File: src/rtl/frame_sequencer_pkg.sv
// frame_sequencer_pkg: FSM encoding and player position/angle widths shared with draw_fpv and movement logic
package frame_sequencer_pkg;
  localparam int POS_X_W = 14;
  localparam int POS_Y_W = 13;
  localparam int ANGLE_W = 8;
  typedef enum logic [2:0] {
    IDLE      = 3'd0,
    LATCH     = 3'd1,
    START     = 3'd2,
    WAIT_DONE = 3'd3,
    FRAME_END = 3'd4
  } state_t;
endpackage

File: src/rtl/frame_sequencer_tick.sv
// frame_tick_divider: free-running frame period counter with a one-cycle tick on its last count
module frame_tick_divider #(
  parameter int FRAME_TICKS = 833333,
  parameter int TICK_W = 20
) (
  input  logic clock,
  input  logic resetn,
  output logic tick
);
  localparam logic [TICK_W-1:0] LAST = TICK_W'(FRAME_TICKS - 1);
  logic [TICK_W-1:0] count;
  assign tick = count == LAST;
  // wrap 0..FRAME_TICKS-1 regardless of sequencer state
  always_ff @(posedge clock or negedge resetn)
    if (!resetn) count <= '0;
    else count <= tick ? '0 : count + TICK_W'(1);
endmodule

File: src/rtl/frame_sequencer.sv
// frame_sequencer: paces draw_fpv frames, snapshots player pose, reports completion/overrun (FRAME_SEQ_OVERRUN_CNT_EN adds overrun_count)
module frame_sequencer
  import frame_sequencer_pkg::*;
#(
  parameter int FRAME_TICKS = 833333,
  parameter int TICK_W = 20
) (
  input  logic               clock,
  input  logic               resetn,
  input  logic               enable,
  input  logic [POS_X_W-1:0] live_pos_x,
  input  logic [POS_Y_W-1:0] live_pos_y,
  input  logic [ANGLE_W-1:0] live_angle,
  output logic [POS_X_W-1:0] player_pos_x,
  output logic [POS_Y_W-1:0] player_pos_y,
  output logic [ANGLE_W-1:0] player_angle,
  output logic               fpv_start,
  input  logic               fpv_done,
  output logic               busy,
  output logic               frame_done,
  output logic [7:0]         frame_count,
`ifdef FRAME_SEQ_OVERRUN_CNT_EN
  output logic [7:0]         overrun_count,
`endif
  output logic               overrun
);
  state_t state;
  logic tick, tick_pending, overrun_evt;
  frame_tick_divider #(.FRAME_TICKS(FRAME_TICKS), .TICK_W(TICK_W)) u_div (
    .clock (clock),
    .resetn(resetn),
    .tick  (tick)
  );
  assign overrun_evt = tick && tick_pending && state != LATCH;
  // a tick arms the next frame; LATCH consumes it unless a new tick lands in the same cycle
  always_ff @(posedge clock or negedge resetn)
    if (!resetn) tick_pending <= 1'b1;
    else tick_pending <= tick || (tick_pending && state != LATCH);
  // frame FSM with registered strobes, busy flag, snapshot and frame counter
  always_ff @(posedge clock or negedge resetn)
    if (!resetn) begin
      state        <= IDLE;
      player_pos_x <= '0;
      player_pos_y <= '0;
      player_angle <= '0;
      fpv_start    <= 1'b0;
      busy         <= 1'b0;
      frame_done   <= 1'b0;
      frame_count  <= '0;
    end else begin
      fpv_start  <= 1'b0;
      frame_done <= 1'b0;
      case (state)
        IDLE: if (enable && tick_pending) begin
          state <= LATCH;
          busy  <= 1'b1;
        end
        LATCH: begin
          player_pos_x <= live_pos_x;
          player_pos_y <= live_pos_y;
          player_angle <= live_angle;
          fpv_start    <= 1'b1;
          state        <= START;
        end
        START: state <= WAIT_DONE;
        WAIT_DONE: if (fpv_done) begin
          state       <= FRAME_END;
          frame_done  <= 1'b1;
          frame_count <= frame_count + 8'd1;
        end
        default: begin
          state <= IDLE;
          busy  <= 1'b0;
        end
      endcase
    end
`ifdef FRAME_SEQ_OVERRUN_CNT_EN
  // sticky overrun flag plus saturating count of overrun events
  always_ff @(posedge clock or negedge resetn)
    if (!resetn) begin
      overrun       <= 1'b0;
      overrun_count <= '0;
    end else if (overrun_evt) begin
      overrun       <= 1'b1;
      overrun_count <= overrun_count + {7'd0, overrun_count != 8'hFF};
    end
`else
  // sticky overrun flag
  always_ff @(posedge clock or negedge resetn)
    if (!resetn) overrun <= 1'b0;
    else if (overrun_evt) overrun <= 1'b1;
`endif
endmodule

File: config.mk
export PLATFORM = sky130hd
export DESIGN_NAME = frame_sequencer
export DESIGN_NICKNAME = d
export VERILOG_FILES = /design/src/rtl/frame_sequencer_pkg.sv /design/src/rtl/frame_sequencer_tick.sv /design/src/rtl/frame_sequencer.sv
export SDC_FILE = /design/constraint.sdc
export NUM_CORES = 1
export LEC_CHECK = 0
export ABC_AREA = 0
export BUFFER_PORTS_ARGS = -buffer_cell sky130_fd_sc_hd__buf_2
export CORE_MARGIN = 10
export CORE_UTILIZATION = 50
export CTS_CLUSTER_SIZE = 14
export DETAILED_ROUTE_END_ITERATION = 6
export PLACE_DENSITY = 0.77
export REMOVE_ABC_BUFFERS = 1
export SLEW_MARGIN = 20
export SYNTH_ARGS = -nofsm -noshare
export SYNTH_HDL_FRONTEND = slang
export SYNTH_SLANG_ARGS = --single-unit
export TNS_END_PERCENT = 100
File: constraint.sdc
create_clock -name clock -period 2 [get_ports clock]
set_clock_uncertainty 0.2 [all_clocks]
set_input_delay 0 -clock clock [delete_from_list [all_inputs] [get_ports clock]]
set_output_delay 0 -clock clock [all_outputs]
set_load 0.02 [all_outputs]
# After elaboration in Yosys (flattened, before gate mapping)
# Index checks and enable logic that the tools add are counted.
[totals]
ff_bits = 71
input_bits = 39
out_inout_bits = 47
word_cells = 40
[classes]
addsub = 2
eq_ne = 7
mux = 9
bitwise_logic = 1
reduce_logical = 10
[op_table]
columns = ["cell", "n"]
rows = [
  ["20-bit by 1-bit adder with 20-bit output, second input constant", 1],
  ["20-bit equality test, second input constant", 1],
  ["20-bit two-way mux", 1],
  ["3-bit one-hot mux with 4 select lines", 1],
  ["8-bit by 1-bit adder with 8-bit output, second input constant", 1],
  ["3-bit by 2-bit equality test with 1-bit output, second input constant", 2],
  ["3-bit two-way mux", 2],
  ["2-bit AND reduction", 3],
  ["1-bit logical AND", 4],
  ["1-bit two-way mux", 4],
  ["2-bit inequality test, second input constant", 2],
  ["3-bit by 1-bit equality test with 1-bit output, second input constant", 1],
  ["3-bit zero test", 1],
  ["3-bit by 1-bit inequality test with 1-bit output, second input constant", 1],
  ["3-bit OR reduction", 1],
  ["1-bit one-hot mux with 2 select lines", 1],
  ["1-bit logical OR", 1],
  ["1-bit inverter", 1],
]

# Longest topological paths before layout
# Gate-level depths: netlist (run 1).
[depth]
word_depth = 4
ltp_mapped = 6
depth_no_buf = 5

# Hierarchy
# From an unflattened synthesis (run 1), not the netlist that was laid out.
[unflattened]
hier_cells = 223
hier_area_um2 = 3113.0
[modules_own_cells]
columns = ["module", "n_inst", "cells_per_inst", "area_each_um2", "seq_area_each_um2"]
rows = [
  ["frame_sequencer", 1, 125, 2085.8, 1277.5],
  ["frame_tick_divider", 1, 98, 1027.2, 500.5],
]

# Least setup slack after synthesis (run 1)
# OpenSTA, ideal clock, no wires.
[synth_path]
path_type = "reg-to-reg"
from = "register u_div.count[11]"
to = "register u_div.count[10]"
arrival_time_ps = 1502
path_slack_ps = 180
path_stages_with_launch = 5
path_buffers = 1
synth_period_minus_slack_ps = 1820
cell_sequence = "dfrtp_1 -> or4b_4 -> nor4_4 -> buf_6 -> nor2_1"
[synth_between]
elab_chain_cells = 2
[synth_lines]
columns = ["item", "line", "text"]
rows = [
  ["start, declared", "frame_sequencer_tick.sv:11", "logic [TICK_W-1:0] count;"],
  ["start signal, assigned", "frame_sequencer_tick.sv:16", "else count <= tick ? '0 : count + TICK_W'(1);"],
  ["20-bit equality test", "frame_sequencer_tick.sv:12", "assign tick = count == LAST;"],
  ["20-bit two-way mux", "frame_sequencer_tick.sv:16", ""],
]
# Every way passes these cells.
# A chain may end at the register's enable or synchronous reset.

# Final worst setup path (run 1)
[layout_path]
from = "register u_div.count[11]"
to = "register overrun"
[layout_between]
elab_chain_cells = 3
[layout_lines]
columns = ["item", "line", "text"]
rows = [
  ["20-bit equality test", "frame_sequencer_tick.sv:12", ""],
  ["1-bit logical AND (2 in series)", "frame_sequencer.sv:34", "assign overrun_evt = tick && tick_pending && state != LATCH;"],
  ["end signal, assigned", "frame_sequencer.sv:90", "if (!resetn) overrun <= 1'b0;"],
  ["end signal, assigned", "frame_sequencer.sv:91", "else if (overrun_evt) overrun <= 1'b1;"],
  ["end, declared", "frame_sequencer.sv:25", "output logic overrun"],
]
# Every way passes these cells.

==> impl_results.md, run 1 <==
* Clock share of power at 0.207
* Net switching power at 2.01 mW
* Antenna Nets Post-Route at 0
* Yosys warning total at 0
* Net count, final at 401
* Deepest clock path buffer count at 2
* Synth Cell Area at 2930 um2
* Setup TNS at 0 ns
* Synth Register Bits at 71
* FF-to-FF path depth at 4
* DRT iter0 DRCs at 93
* Row cnt at 27
* All-Layer GR Usage at 0.170
* Crit Reg-Reg Startpoint: u_div.count[11]
* Most frequent cells in the layout: buf_2, dfrtp_1, dlygate4sd3_1
* GP Congestion at 0.815
* Outcome: completed
* Async SR Flop Fraction at 1.00
* Post-DP HPWL at 5070 um
* Worst-Margin Slew at 0.551 ns
* CTS Root Cell: clkbuf_8
* First-pass GRT wire length at 12,200 um
* Max-Slew Margin vs Limit at 0.633
* Post-synth EDFFs at 0
* CP Data Required Time at 2.09 ns
* Worst setup margin at 0.160 ns
* Clock latency on the worst-skew pair at 0.34 ns
* Share of cells above drive strength 1 at 0.421
* Fin area at 4060 um2
* Max Clk Rate at 543 MHz
* Sw Share at 0.375
* Vias after detailed routing at 2,205
* Top FF cell, synth: dfrtp_1
* P&R area growth vs syn at 38.6%
* Clk slew on worst S/H paths at 0.07 ns
* WS Path Type: reg -> reg
* Worst hold path class: in -> async
* Overflow after GRT at 0
* Unrepaired setup endpoints after global routing: no
* Most common cell after layout, fill and taps aside: buf_2
* Largest net degree at the start of global routing at 46
* Leak Pwr at 1.96 nW
* Mapped Cells at 221
* Max-cap viol count at 0
* Initial Util at 0.523
* Flop-to-flop setup slack at 0.16 ns
* I/O pin count at 86
* Sequential Power Share at 0.412
* Pre-CTS setup slack at 0.175 ns
* Vias in the first global route at 2,368
* Full die area at 9320 um2
* Post_cts resized at 0
* # DRC at 0
* Pwr Density at 1320 nW/um2
* Die Ht at 96.6 um
* Crit path launch: u_div.count[11]
* CTS Buf Count at 9
* Max-slew violations at 0
* H-tree levels at 3
* Max FO, Critical Path at 9
* Pint at 3.34 mW
* Unique masters post-synth at 33
* Routed wire length at 7820 um
* Crit path launch type: register
* Final Setup Violations at 0
* Synthesized area per cell at 13.3 um2
* Sequential fraction of the synthesis area at 0.607
* CTS tree: done
* VDD IR max at 0.884 mV
* Clock sink count at 71
* Placed inst area at 3490 um2
* Setup bufs post-CTS at 0
* Reg-to-reg endpoint: overrun
* Critical path capture point type: register
* Drt first pass iters at 4
* Final Cycle Share at 0.920
* Initial antenna violation count at 0
* # diodes at 0
* Combinational Power Share at 0.381
* CP Data Arrival Time at 1.93 ns
* Final Hold Slack at 0.120 ns
* Routed len/inst at 18.0 um
* Port buffer count at 85
* Vias per inst at 5.07
* Final hold violation count at 0
* Core Region at 5610 um2
* Final Critical Period at 1.84 ns
* Die X at 96.6 um
metrics by stage:
step            util  power (mW)  std cells
2_1_floorplan      -        3.37        216
6_report       0.724        5.35        435
3_5_place_dp   0.622        4.16        381
3_3_place_gp   0.622        4.05        381
4_1_cts        0.724        5.31        435
5_1_grt        0.724        5.63        435
what timing repair did:
| action | in CTS | in global routing |
|---|---|---|
| hold endpoints to repair | 111 | 0 |
| setup endpoints to repair | 0 | 0 |
| hold buffers | 39 | 0 |
layer usage:
metal | share of wire | vias to the layer above | track usage
li1 | - | 1058 | -
met1 | 0.42 | 1050 | 0.210
met2 | 0.47 | 88 | 0.270
met3 | 0.095 | 9 | 0.0540
met4 | 0.013 | 0 | 0.0726
met5 | 0 | - | 0
how the worst max path moves through the flow:
stage	to	slack, ns	cells after the start
final	overrun	0.16	4
after detailed placement	overrun	0.18	4
after global placement	overrun	0.22	4
after global routing	u_div.count[18]	0.04	5
after CTS	overrun	0.16	4
after floorplan	overrun	0.04	3
worst max-delay path, stage by stage, from the launching register on:
cell and delay (ns):
dfrtp_1 0.45, or4b_4 0.53, nor4_4 0.25, buf_4 0.21, a31o_2 0.15
flip-flops by register name, summed over array words and instances, names as in the netlist:
register and count:
busy 1, overrun 1, player_pos_x 14, fpv_start 1
frame_count 8, player_angle 8, frame_done 1, player_pos_y 13
tick_pending 1, u_div.count 20, state 3
power groups by stage:
stage / Combinational, mW / Sequential (mW) / Clock, mW
after detailed placement: 1.96 / 2.20 / 0
after CTS: 2.02 / 2.17 / 1.12
after floorplan: 0.671 / 2.70 / 0
final: 2.04 / 2.21 / 1.11
after global placement: 1.90 / 2.15 / 0
after global routing: 2.18 / 2.26 / 1.20
cell usage after synthesis (4+ instances only):
master	number	area share
mux2_2	36	0.14
nor2_1	21	0.027
nand4_1	10	0.021
nor3_1	5	0.0085
nand3_1	7	0.012
xor2_1	12	0.036
xnor2_1	11	0.033
inv_1	4	0.0051
nand2_1	9	0.012
buf_2	4	0.0068
dfrtp_1	70	0.60
cell type report:
cell class / instances / area, um2
clock buffers: 9 / 124
fillers: 369 / 1550
clock inverters: 6 / 61.3
repair buffers: 132 / 888
multi-input cells: 140 / 1100
flip-flops and latches: 71 / 1780
inverters: 5 / 18.8
well taps: 72 / 90.1
kinds of logic (layout without fill, tap and decap cells):
logic type | Yosys count | in the layout | share of synthesized area
compound gates | 9 | 9 | 0.0201
flops | 71 | 71 | 0.607
xor+xnor | 23 | 23 | 0.0687
fa+ha+maj | 3 | 3 | 0.0128
buf+inv | 10 | 152 | 0.0171
mux | 36 | 36 | 0.138
simple gates | 69 | 69 | 0.136
(Power assumes the default switching activity.)
==> inputs of run 2 (changes only) <==
PLACE_DENSITY = 0.76   (was 0.77)
SYNTH_HIERARCHICAL = 1   (was default)
==> impl_results.md, run 2 <==
* Outcome: completed
* Leak Pwr at 2.06 nW
* Synth area leader: dfrtp_1
* Reg-to-reg endpoint: u_div/count[18]
* Most common cell in the netlist: dfrtp_1
* Largest regs: u_div/count (20), player_pos_x (14), player_pos_y (13)
* WHS Endpoint: player_angle[6]
* Synth area leaders: dfrtp_1, mux2_4, xnor2_1, mux2_2, buf_12
* P&R area growth vs syn at 36.5%
* Vias per inst at 5.14
* Routed wire length at 7770 um
* Die Ht at 98.9 um
* WL met2 at 4230 um
* Synth Register Bits at 71
* Initial antenna violation count at 0
* Max-Slew Margin vs Limit at 0.439
* Largest register FFs at 20
* Post-Route M1 WL at 2920 um
* Pwr Density at 1320 nW/um2
* Unrepaired setup endpoints after global routing: no
* Top FF cell, synth: dfrtp_1
* Max Clk Rate at 539 MHz
* Deepest clock path buffer count at 2
* Clock latency on the worst-skew pair at 0.35 ns
* Commonest cells post-synth: dfrtp_1, mux2_4, xnor2_1, nor2_1, nand2_1
* Vias after detailed routing at 2,256
* I/O pin count at 86
* Worst Hold Depth at 3
* WS Path Type: reg -> reg
* H-tree levels at 3
* Worst hold path class: in -> reg
* Setup TNS at 0 ns
* Worst-Margin Slew at 0.839 ns
* Overall power at 5.62 mW
* Antenna Nets Post-Route at 0
* Critical path, cell by cell: ha_2 > nand4_1 > o41a_1 > o21ba_1
* First-pass GRT wire length at 12,600 um
* Clk slew on worst S/H paths at 0.08 ns
* Async SR Flop Fraction at 1.00
* Flop-to-flop setup slack at 0.14 ns
* Die X at 98.9 um
* CP Data Arrival Time at 1.89 ns
* Crit path max-delay family: compound AO/OA/AOI/OAI gates
* # diodes at 0
* Most frequent cells in the layout: buf_2, dfrtp_1, dlygate4sd3_1
* Share of cells above drive strength 1 at 0.426
* Post-synth EDFFs at 0
* Yosys warning total at 6
* CTS Buf Count at 9
* Crit path launch type: register
* DRT iter0 DRCs at 87
* Net count, final at 401
* Initial Util at 0.520
* All-Layer GR Usage at 0.161
* Final Critical Period at 1.86 ns
* Routed wl met3 at 433 um
* Mapped Cells at 223
* Critical path capture point type: register
* CP Data Required Time at 2.04 ns
* FF-to-FF path depth at 4
* Drt first pass iters at 4
* Max FO, Critical Path at 6
* Post-DP HPWL at 4960 um
* Synth top area share at 0.563
* Largest register by flop count: u_div/count
* CTS Root Cell: clkbuf_8
* Max-cap viol count at 0
* Final Cycle Share at 0.928
* Routed len/inst at 17.7 um
* Crit Reg-Reg Startpoint: u_div/count[0]
* Largest net degree at the start of global routing at 37
* Crit path buf inv count at 0
* Full die area at 9780 um2
* Slowest stage delay, CP at 0.48 ns
* Max-slew violations at 0
* Crit path max-delay cell type: o41a_1
* Core Region at 5990 um2
* Final hold violation count at 0
* Synth Cell Area at 3110 um2
* Hold path startpoint: live_angle[6]
* Synthesized area per cell at 14.0 um2
* Port buffer count at 85
* Sequential fraction of the synthesis area at 0.571
* Overflow after GRT at 0
* Vias in the first global route at 2,519
* Top sig layer: met4
* Final Setup Violations at 0
* # DRC at 0
* Unique masters post-synth at 42
* VDD IR max at 0.978 mV
* GP Congestion at 0.795
* CTS tree: done
* Row cnt at 28
* Clock sink count at 71
* Most common cell after layout, fill and taps aside: buf_2
-- run 2: power by group --
group	leakage (nW)	internal (mW)	switching, mW
Combinational	1.07	1.08	1.17
Sequential	0.885	1.88	0.292
Clock	0.0988	0.647	0.555
-- run 2: tightest hold or removal path, delay by kind of cell --
family	cells	cell delay, ns
buf+inv	2	0.61
mux	1	0.12
-- run 2: layout make-up --
type | count | area (um2)
flip-flops and latches | 71 | 1780
fillers | 386 | 1740
multi-input cells | 140 | 1240
repair buffers | 130 | 891
clock buffers | 12 | 155
well taps | 75 | 93.8
clock inverters | 4 | 53.8
inverters | 7 | 33.8
-- run 2: per-layer routing --
layer	vias up	global-route usage
met5	-	0
met4	0	0.0706
met3	14	0.0545
met2	75	0.290
met1	1116	0.163
li1	1051	-
-- run 2: timing repair --
| item | in CTS | in global routing |
|---|---|---|
| setup endpoints to repair | 0 | 3 |
| hold buffers | 41 | 0 |
| resized for setup | 0 | 4 |
| hold endpoints to repair | 114 | 0 |
| buffers inserted | 0 | 0 |
-- run 2: per-stage QoR --
step | util | setup WS, ns | area (um2) | instances | hold WS (ns)
2_1_floorplan | - | 0.156 | 3040 | 218 | -0.496
3_3_place_gp | 0.604 | 0.189 | 3620 | 382 | -0.193
3_5_place_dp | 0.604 | 0.120 | 3620 | 382 | -0.190
4_1_cts | 0.707 | 0.104 | 4240 | 439 | 0.198
5_1_grt | 0.709 | 0.0411 | 4250 | 439 | 0.205
6_report | 0.709 | 0.145 | 4250 | 439 | 0.215
-- run 2: kinds of logic (layout without fill, tap and decap cells) --
family,Yosys count,count (layout),share of synthesized area
flops,71,71,0.571
simple gates,70,70,0.134
mux,35,35,0.162
xor+xnor,23,23,0.0647
buf+inv,12,153,0.0334
compound gates,9,9,0.0233
fa+ha+maj,3,3,0.0121
-- run 2: how the worst max path moves through the flow --
stage	slack, ns	startpoint	endpoint	depth (start not counted)
global route	0.04	u_div/count[0]	u_div/count[18]	4
finish	0.14	u_div/count[0]	u_div/count[18]	4
detailed placement	0.12	u_div/count[0]	u_div/count[18]	4
global placement	0.19	u_div/count[0]	u_div/count[18]	4
CTS	0.10	u_div/count[0]	u_div/count[18]	5
floorplan	0.16	u_div/count[0]	u_div/count[18]	6
